## src/rtl/fetch_queue_unit.sv

```systemverilog
// Instruction-fetch front end: PC generation, icache miss handling and a DEPTH-entry
// circular IF/ID queue of {PC, instruction} pairs that is flushed on redirect.
module fetch_queue_unit #(
  parameter int          DEPTH     = 4,
  parameter logic [31:0] RESET_PC  = 32'h0000_0000,
  parameter logic [31:0] NOP_INSTR = 32'h0000_0013,
  localparam int         CW        = $clog2(DEPTH + 1)
) (
  input  logic          CLK,
  input  logic          RESET,
  output logic [31:0]   FETCH_PC,
  output logic          FETCH_REQ,
  input  logic [31:0]   ICACHE_INSTR,
  input  logic          ICACHE_BUSYWAIT,
  input  logic          REDIRECT,
  input  logic [31:0]   REDIRECT_ADDR,
  input  logic          STALL,
  output logic          VALID_OUT,
  output logic [31:0]   INSTRUCTION,
  output logic [31:0]   PC_OUT,
  output logic [31:0]   PC_PLUS_4_OUT,
  output logic [CW-1:0] COUNT
);

  localparam int PW = (DEPTH > 1) ? $clog2(DEPTH) : 1;

  typedef enum logic [1:0] {RUN, MISS, DRAIN} state_t;

  state_t        state, state_next;
  logic [31:0]   fetch_pc, fetch_pc_next;
  logic [31:0]   held_pc, held_pc_next;
  logic [31:0]   pending_pc, pending_pc_next;
  logic [31:0]   pc_mem    [DEPTH];
  logic [31:0]   instr_mem [DEPTH];
  logic [PW-1:0] head, tail;
  logic [CW-1:0] count;
  logic          valid, pop, push, space;
  logic [31:0]   target;
  logic          unused_addr_bits;

  assign target           = {REDIRECT_ADDR[31:2], 2'b00};
  assign unused_addr_bits = ^REDIRECT_ADDR[1:0];

  function automatic logic [PW-1:0] ptr_inc(input logic [PW-1:0] p);
    return (p == PW'(DEPTH - 1)) ? '0 : p + 1'b1;
  endfunction

  // A full queue still has space when its head leaves this cycle.
  always_comb begin
    valid         = (count != '0);
    pop           = valid & ~STALL & ~REDIRECT;
    space         = (count < CW'(DEPTH)) | pop;
    FETCH_REQ     = (state == RUN) ? space : 1'b1;
    FETCH_PC      = (state == DRAIN) ? held_pc : fetch_pc;
    push          = (state != DRAIN) & FETCH_REQ & ~ICACHE_BUSYWAIT & space & ~REDIRECT;
    VALID_OUT     = valid;
    INSTRUCTION   = valid ? instr_mem[head] : NOP_INSTR;
    PC_OUT        = valid ? pc_mem[head] : 32'h0;
    PC_PLUS_4_OUT = PC_OUT + 32'd4;
    COUNT         = count;
  end

  // A redirect during a miss must keep the missed address on the bus until the
  // icache finishes, so the new target waits in pending_pc.
  always_comb begin
    state_next      = state;
    fetch_pc_next   = fetch_pc;
    held_pc_next    = held_pc;
    pending_pc_next = pending_pc;
    case (state)
      RUN: begin
        if (REDIRECT)
          fetch_pc_next = target;
        else if (FETCH_REQ && ICACHE_BUSYWAIT)
          state_next = MISS;
        else if (push)
          fetch_pc_next = fetch_pc + 32'd4;
      end
      MISS: begin
        if (REDIRECT) begin
          state_next      = DRAIN;
          held_pc_next    = fetch_pc;
          pending_pc_next = target;
        end else if (!ICACHE_BUSYWAIT) begin
          state_next = RUN;
          if (push)
            fetch_pc_next = fetch_pc + 32'd4;
        end
      end
      DRAIN: begin
        if (REDIRECT)
          pending_pc_next = target;
        if (!ICACHE_BUSYWAIT) begin
          state_next    = RUN;
          fetch_pc_next = REDIRECT ? target : pending_pc;
        end
      end
      default: state_next = RUN;
    endcase
  end

  always_ff @(posedge CLK or posedge RESET) begin
    if (RESET) begin
      state      <= RUN;
      fetch_pc   <= RESET_PC;
      held_pc    <= RESET_PC;
      pending_pc <= RESET_PC;
    end else begin
      state      <= state_next;
      fetch_pc   <= fetch_pc_next;
      held_pc    <= held_pc_next;
      pending_pc <= pending_pc_next;
    end
  end

  always_ff @(posedge CLK or posedge RESET) begin
    if (RESET) begin
      head  <= '0;
      tail  <= '0;
      count <= '0;
    end else if (REDIRECT) begin
      head  <= '0;
      tail  <= '0;
      count <= '0;
    end else begin
      if (push)
        tail <= ptr_inc(tail);
      if (pop)
        head <= ptr_inc(head);
      count <= count + CW'(push) - CW'(pop);
    end
  end

  // Storage needs no reset: entries are only read while COUNT says they are valid.
  always_ff @(posedge CLK) begin
    if (push) begin
      pc_mem[tail]    <= fetch_pc;
      instr_mem[tail] <= ICACHE_INSTR;
    end
  end

endmodule

```

## config.mk

```make
export PLATFORM = sky130hd
export DESIGN_NAME = fetch_queue_unit
export DESIGN_NICKNAME = d
export VERILOG_FILES = /design/src/rtl/fetch_queue_unit.sv
export SDC_FILE = /design/constraint.sdc
export NUM_CORES = 1
export LEC_CHECK = 0
export CAP_MARGIN = 10
export CORE_ASPECT_RATIO = 1.4
export CORE_MARGIN = 2
export CORE_UTILIZATION = 61
export CTS_CLUSTER_SIZE = 24
export DETAILED_ROUTE_END_ITERATION = 10
export PLACE_DENSITY = 0.84
export SYNTH_ARGS = -nofsm -noshare
export SYNTH_HDL_FRONTEND = slang
export SYNTH_SLANG_ARGS = --single-unit
```

## constraint.sdc

```tcl
create_clock -name CLK -period 5.9 [get_ports CLK]
set_input_delay 1.18 -clock CLK [delete_from_list [all_inputs] [get_ports CLK]]
set_output_delay 1.18 -clock CLK [all_outputs]
set_load 0.02 [all_outputs]
```

==> results of run 1 <==
==> area by class of cell <==
| cell class | instances | area [um^2] |
|---|---|---|
| well taps | 370 | 463 |
| multi-input cells | 741 | 6260 |
| fillers | 1676 | 6990 |
| inverters | 28 | 108 |
| clock buffers | 47 | 963 |
| flip-flops and latches | 361 | 10300 |
| repair buffers | 225 | 2230 |
| clock inverters | 14 | 230 |
==> cells in the mapped netlist, drive strengths merged (6+ instances only) <==
library cell / number / share of area (%)
dfrtp: 105 / 15
nand4: 9 / 0.37
ha: 13 / 0.96
mux2i: 15 / 0.88
buf: 28 / 1.0
inv: 26 / 0.57
o211ai: 8 / 0.35
nor2: 40 / 0.88
nor3: 9 / 0.26
and2: 81 / 3.0
mux4: 68 / 9.3
nand3: 42 / 1.3
edfxtp: 256 / 45
and4: 6 / 0.31
xor2: 13 / 0.67
o21ai: 67 / 2.0
nor4: 8 / 0.38
mux2: 90 / 6.0
a221oi: 9 / 0.46
a31oi: 7 / 0.26
and3: 6 / 0.22
a21oi: 39 / 1.1
clkbuf: 47 / 1.0
o22ai: 10 / 0.37
nand2: 87 / 1.9
xnor2: 27 / 1.4
a211oi: 6 / 0.26
nand3b: 10 / 0.59
a22oi: 9 / 0.40
==> critical path, stage by stage (launching register included) <==
cell                              delay [ps]
sky130_fd_sc_hd__dfrtp_4                 970
sky130_fd_sc_hd__mux4_1                  510
sky130_fd_sc_hd__nand2_1                 110
sky130_fd_sc_hd__inv_1                   120
sky130_fd_sc_hd__ha_1                    230
sky130_fd_sc_hd__nand2_1                 210
sky130_fd_sc_hd__nor4_4                  520
sky130_fd_sc_hd__nor4bb_1                380
sky130_fd_sc_hd__xor2_1                  180
sky130_fd_sc_hd__clkdlybuf4s50_1         620
==> per-stage QoR <==
step,cell area (um^2),instances
global placement,19400,1725
floorplan,17000,1205
global route,20600,1786
finish,20600,1786
detailed placement,19400,1725
CTS,20600,1786
==> where the power goes <==
part           internal [mW]  switching, mW
clock network           1.41          0.922
logic                   1.93           2.19
registers               3.30          0.569
==> registers in the layout (all words and copies together) (netlist names) <==
name / count
instr_mem: 128
COUNT: 3
pc_mem: 128
pending_pc: 32
head: 2
tail: 2
state: 2
fetch_pc: 32
held_pc: 32
==> logic make-up (layout without fill, tap and decap cells) <==
family | count (synthesis) | after routing | synth area share (%)
flip-flops | 361 | 361 | 60.6
AND/OR/NAND/NOR | 312 | 312 | 9.76
AO/OA/AOI/OAI | 202 | 202 | 7.66
multiplexers | 173 | 173 | 16.1
buffers and inverters | 103 | 314 | 2.67
XOR/XNOR | 40 | 40 | 2.06
adder cells (fa/ha/maj) | 14 | 14 | 1.07
==> worst min path at each step <==
stage	startpoint	to	slack, ps	cells past startpoint
2_1_floorplan	held_pc[0]$_DFFE_PP0P_	held_pc[0]$_DFFE_PP0P_	450	2
3_3_place_gp	held_pc[18]$_DFFE_PP0P_	held_pc[18]$_DFFE_PP0P_	460	2
3_5_place_dp	held_pc[0]$_DFFE_PP0P_	held_pc[0]$_DFFE_PP0P_	470	2
4_1_cts	held_pc[0]$_DFFE_PP0P_	held_pc[0]$_DFFE_PP0P_	480	2
5_1_grt	pending_pc[13]$_DFFE_PP0N_	pending_pc[13]$_DFFE_PP0N_	520	1
6_report	held_pc[0]$_DFFE_PP0P_	held_pc[0]$_DFFE_PP0P_	480	2
==> layer usage <==
metal  vias up  GRT usage [%]  part of all wire (%)
met5         -              0                     0
met4         0           12.7                   4.5
met3       119           4.24                   7.7
met2       710           49.8                    51
met1      5683           36.4                    36
li1       4985              -                     -
==> results.sh, run 1 <==
export IMPL_yosysSeqAreaShare_pct=60.6
export IMPL_globalRouteOverflowTotal=0
export IMPL_cts_tree="built"
export IMPL_die_y_um=202
export IMPL_drv_slew=0
export IMPL_grtUsageTotal_pct=28.8
export IMPL_dr_total_vias=11500
export IMPL_setup_violations_final=0
export IMPL_nets=1474
export IMPL_setup_repair_after_global_routing_missed_its_margin="false"
export IMPL_cts_hold_buf=0
export IMPL_starting_density_pct=61.7
export IMPL_syn_mean_instance_area_um2=14.1
export IMPL_vdd_ir_drop_worst_uv=325
export IMPL_crit_reg2reg_capture="fetch_pc[31]$_DFFE_PP0P_"
export IMPL_placementRows=72
export IMPL_antennaDiodeCount=0
export IMPL_endpoint_kind="primary output"
export IMPL_min_path_type="reg -> reg"
export IMPL_whs_ps=483
export IMPL_final_util_pct=74.6
export IMPL_detail_route_iter0_violations=1140
export IMPL_cts_max_path_buffers=3
export IMPL_place_detailed_hpwl_um=27000
export IMPL_yosys_most_used_dff="sky130_fd_sc_hd__edfxtp_1"
export IMPL_power_density_nw_per_um2=502
export IMPL_slew_headroom_pct=26.3
export IMPL_port_buffers=199
export IMPL_max_slew_worst_pin_slew_ps=1110
export IMPL_max_capacitance_violation_total=0
export IMPL_layout_worst_path_cycle_share_pct=94.1
export IMPL_die_width_um=145
export IMPL_synthDistinctLibCells=69
export IMPL_fin_worst_skew_ps=17.6
export IMPL_core_area_um2=27600
export IMPL_cts_clk_slew_worst_paths_ps=60
export IMPL_post_drt_wl_per_cell_um=23.6
export IMPL_postCtsSetupRepairBufs=0
export IMPL_synth_warning_count=0
export IMPL_root_buffer="sky130_fd_sc_hd__clkbuf_16"
export IMPL_design_die_area_um2=29300
export IMPL_synth_edf_count=256
export IMPL_yosys_register_bits=361
export IMPL_cp_max_fo=56
export IMPL_post_cts_resized=0
export IMPL_timing_critical_path_to="PC_PLUS_4_OUT[30]"
export IMPL_startpoint="head[0]$_DFFE_PP0P_"
export IMPL_worst_r2r_cell_count=9
export IMPL_reg2reg_slack_ps=2600
export IMPL_layout_common_cells="sky130_fd_sc_hd__edfxtp_1, sky130_fd_sc_hd__clkdlybuf4s50_1, sky130_fd_sc_hd__dfrtp_1"
export IMPL_synth_area_um2=17000
export IMPL_hold_viol=0
export IMPL_total_power_after_layout_mw=10.3
export IMPL_cts_sink_count=361
export IMPL_finalWorstSetupSlack_ps=346
export IMPL_synthesized_instance_count=1205
export IMPL_synth_async_sr_flop_share_pct=29.1
export IMPL_outcome="complete, no violations"
export IMPL_vias_in_the_first_global_route=11400
export IMPL_antenna_found_initial=0
export IMPL_cts_htree_levels=2
export IMPL_floorplan_io_pins=202
export IMPL_timing_critical_path_required_ps=4720
export IMPL_regToRegStartpoint="state[0]$_DFFE_PP0P_"
export IMPL_criticalPathCategory="reg -> out"
export IMPL_setup_slack_at_placement_ps=872
export IMPL_type_of_origin_of_the_critical_path="register"
export IMPL_area_delta_synth_final_pct=20.9
export IMPL_pin_count_of_the_biggest_net_entering_global_routing=63
export IMPL_p_leak_nw=7.26
export IMPL_drtAntennaViolNets=0
export IMPL_timing_fmax_mhz=180
export IMPL_mapped_nets=1288
export IMPL_layout_commonest_cell="sky130_fd_sc_hd__edfxtp_1"
export IMPL_cts_made_buffers=34
export IMPL_routed_via_density=6.44
export IMPL_routability_congestion_estimate=0.879
export IMPL_fin_setup_tns_ps=0
export IMPL_wl_um=42200
export IMPL_final_period_minus_worst_setup_slack_ps=5550
export IMPL_grt_pass1_wl_um=65000
export IMPL_drcViolationCount=0
export IMPL_crit_arrival_ps=4370
export IMPL_drive_above_1_share_pct=17.2
export IMPL_worstSkewPairLatency_ps=530
export IMPL_dr_pass1_iters=5
No activity file was read; power rests on OpenSTA's default activity.
==> run 2: changes to the inputs <==
--- a/config.mk
+++ b/config.mk
@@ -12,6 +12,7 @@
 export CTS_CLUSTER_SIZE = 24
 export DETAILED_ROUTE_END_ITERATION = 10
 export PLACE_DENSITY = 0.84
+export SLEW_MARGIN = 40
 export SYNTH_ARGS = -nofsm -noshare
 export SYNTH_HDL_FRONTEND = slang
 export SYNTH_SLANG_ARGS = --single-unit
==> results.sh, run 2 (same netlist as run 1, synthesis figures left out) <==
export IMPL_outcome="complete, no violations"
export IMPL_intPower_mw=6.53
export IMPL_dr_total_vias=11300
export IMPL_routability_congestion_estimate=0.879
export IMPL_detail_route_iter0_violations=1122
export IMPL_power_clock_fraction_pct=21.6
export IMPL_crit_arrival_ps=4170
export IMPL_largest_registers="instr_mem: 128 flops, pc_mem: 128 flops"
export IMPL_seq_power_share_pct=37.6
export IMPL_layout_worst_path_cycle_share_pct=90.7
export IMPL_globalRouteOverflowTotal=0
export IMPL_vias_in_the_first_global_route=11300
export IMPL_min_path_cells=2
export IMPL_drv_slew=0
export IMPL_port_buffers=199
export IMPL_area_delta_synth_final_pct=20.7
export IMPL_max_slew_worst_pin_slew_ps=831
export IMPL_cts_clk_slew_worst_paths_ps=60
export IMPL_multi_input_gate_area_um2=6270
export IMPL_die_y_um=202
export IMPL_min_path_type="reg -> reg"
export IMPL_placed_inst_area_um2=19400
export IMPL_regToRegStartpoint="state[0]$_DFFE_PP0P_"
export IMPL_final_util_pct=74.5
export IMPL_cts_tree="built"
export IMPL_startpoint="head[1]$_DFFE_PP0P_"
export IMPL_post_drt_wl_per_cell_um=23.0
export IMPL_timing_critical_path_required_ps=4720
export IMPL_post_place_cells=1725
export IMPL_endpoint_kind="primary output"
export IMPL_max_capacitance_violation_total=0
export IMPL_cp_slowest_stage_delay_ps=870
export IMPL_p_comb_share_pct=40.8
export IMPL_cts_made_buffers=34
export IMPL_fin_worst_skew_ps=17.0
export IMPL_nets=1475
export IMPL_grt_pass1_wl_um=63300
export IMPL_layout_commonest_cell="sky130_fd_sc_hd__edfxtp_1"
export IMPL_drcViolationCount=0
export IMPL_starting_density_pct=61.7
export IMPL_p_leak_nw=7.24
export IMPL_antennaDiodeCount=0
export IMPL_wl_um=41100
export IMPL_cts_hold_buf=0
export IMPL_criticalPathCategory="reg -> out"
export IMPL_floorplan_io_pins=202
export IMPL_post_cts_resized=0
export IMPL_drtAntennaViolNets=0
export IMPL_final_period_minus_worst_setup_slack_ps=5350
export IMPL_hold_viol=0
export IMPL_setup_violations_final=0
export IMPL_layout_cells_non_filler=1787
export IMPL_grtUsageTotal_pct=28.0
export IMPL_layout_cell_area_non_filler_um2=20500
export IMPL_postCtsSetupRepairBufs=0
export IMPL_vdd_ir_drop_worst_uv=292
export IMPL_worstSkewPairLatency_ps=530
export IMPL_pin_count_of_the_biggest_net_entering_global_routing=63
export IMPL_design_die_area_um2=29300
export IMPL_setup_repair_after_global_routing_missed_its_margin="false"
export IMPL_cp_max_fo=32
export IMPL_finalWorstSetupSlack_ps=549
export IMPL_drive_above_1_share_pct=17.2
export IMPL_die_width_um=145
export IMPL_switchingPower_mw=3.65
export IMPL_type_of_origin_of_the_critical_path="register"
export IMPL_sequential_cell_area_um2=10300
export IMPL_power_density_nw_per_um2=496
export IMPL_whs_ps=482
export IMPL_place_detailed_hpwl_um=27000
export IMPL_layout_common_cells="sky130_fd_sc_hd__edfxtp_1, sky130_fd_sc_hd__clkdlybuf4s50_1, sky130_fd_sc_hd__dfrtp_1"
export IMPL_fin_setup_tns_ps=0
export IMPL_antenna_found_initial=0
export IMPL_worst_r2r_cell_count=9
export IMPL_setup_slack_at_placement_ps=875
export IMPL_cts_max_path_buffers=3
export IMPL_switching_share_pct=35.9
export IMPL_core_area_um2=27600
export IMPL_root_buffer="sky130_fd_sc_hd__clkbuf_16"
export IMPL_cp_cell_sequence="inv_2 > mux4_2 > nand4_2 > nor4_4 > nor4bb_1 > xor2_1 > clkdlybuf4s50_1"
export IMPL_routed_via_density=6.35
export IMPL_cts_sink_count=361
export IMPL_cp_slowest_cell="sky130_fd_sc_hd__dfrtp_2"
export IMPL_dr_pass1_iters=5
export IMPL_timing_fmax_mhz=187
export IMPL_cts_htree_levels=2
export IMPL_n_fill_cell=1680
export IMPL_slew_headroom_pct=44.6
export IMPL_total_power_after_layout_mw=10.2
export IMPL_min_delay_start="held_pc[0]$_DFFE_PP0P_"
export IMPL_placementRows=72
==> run 2: per-layer routing <==
| metal | track usage (%) | wire, um | up-vias |
|---|---|---|---|
| met5 | 0 | 0 | - |
| met4 | 12.5 | 1790 | 0 |
| met3 | 3.95 | 2730 | 102 |
| met2 | 48.7 | 21400 | 599 |
| met1 | 35.3 | 15200 | 5645 |
| li1 | - | - | 4995 |
==> run 2: worst max-delay path: cells and delay by family (launching register included) <==
| family | cells | cell delay [ps] |
|---|---|---|
| flops | 1 | 870 |
| buf+inv | 2 | 900 |
| mux | 1 | 490 |
| xor+xnor | 1 | 190 |
| simple gates | 3 | 1200 |
==> run 2: layout make-up <==
class,count,share of cell area [%]
Sequential cell,361,50.3
Multi-Input combinational cell,741,30.5
Timing Repair Buffer,226,11.0
Clock buffer,45,4.67
Tap cell,370,2.25
Clock inverter,16,0.780
Inverter,28,0.536
==> run 2: final timing paths <==
path / slack (ps) / end
max in group asynchronous: 3760 / fetch_pc[30]$_DFFE_PP0P_
worst min-delay path: 480 / held_pc[0]$_DFFE_PP0P_
worst max register to register: 2810 / fetch_pc[27]$_DFFE_PP0P_
worst min register to register: 480 / held_pc[0]$_DFFE_PP0P_
worst max-delay path: 550 / PC_PLUS_4_OUT[30]
min in group asynchronous: 1100 / COUNT[2]$_DFF_PP0_
==> run 2: power by group through the flow <==
stage | Clock, mW | Sequential, mW | Combinational [mW]
floorplan | 0 | 3.61 | 2.68
global placement | 0 | 3.83 | 3.98
detailed placement | 0 | 3.89 | 4.08
CTS | 2.22 | 3.85 | 4.10
global route | 2.30 | 3.89 | 4.41
finish | 2.20 | 3.83 | 4.15
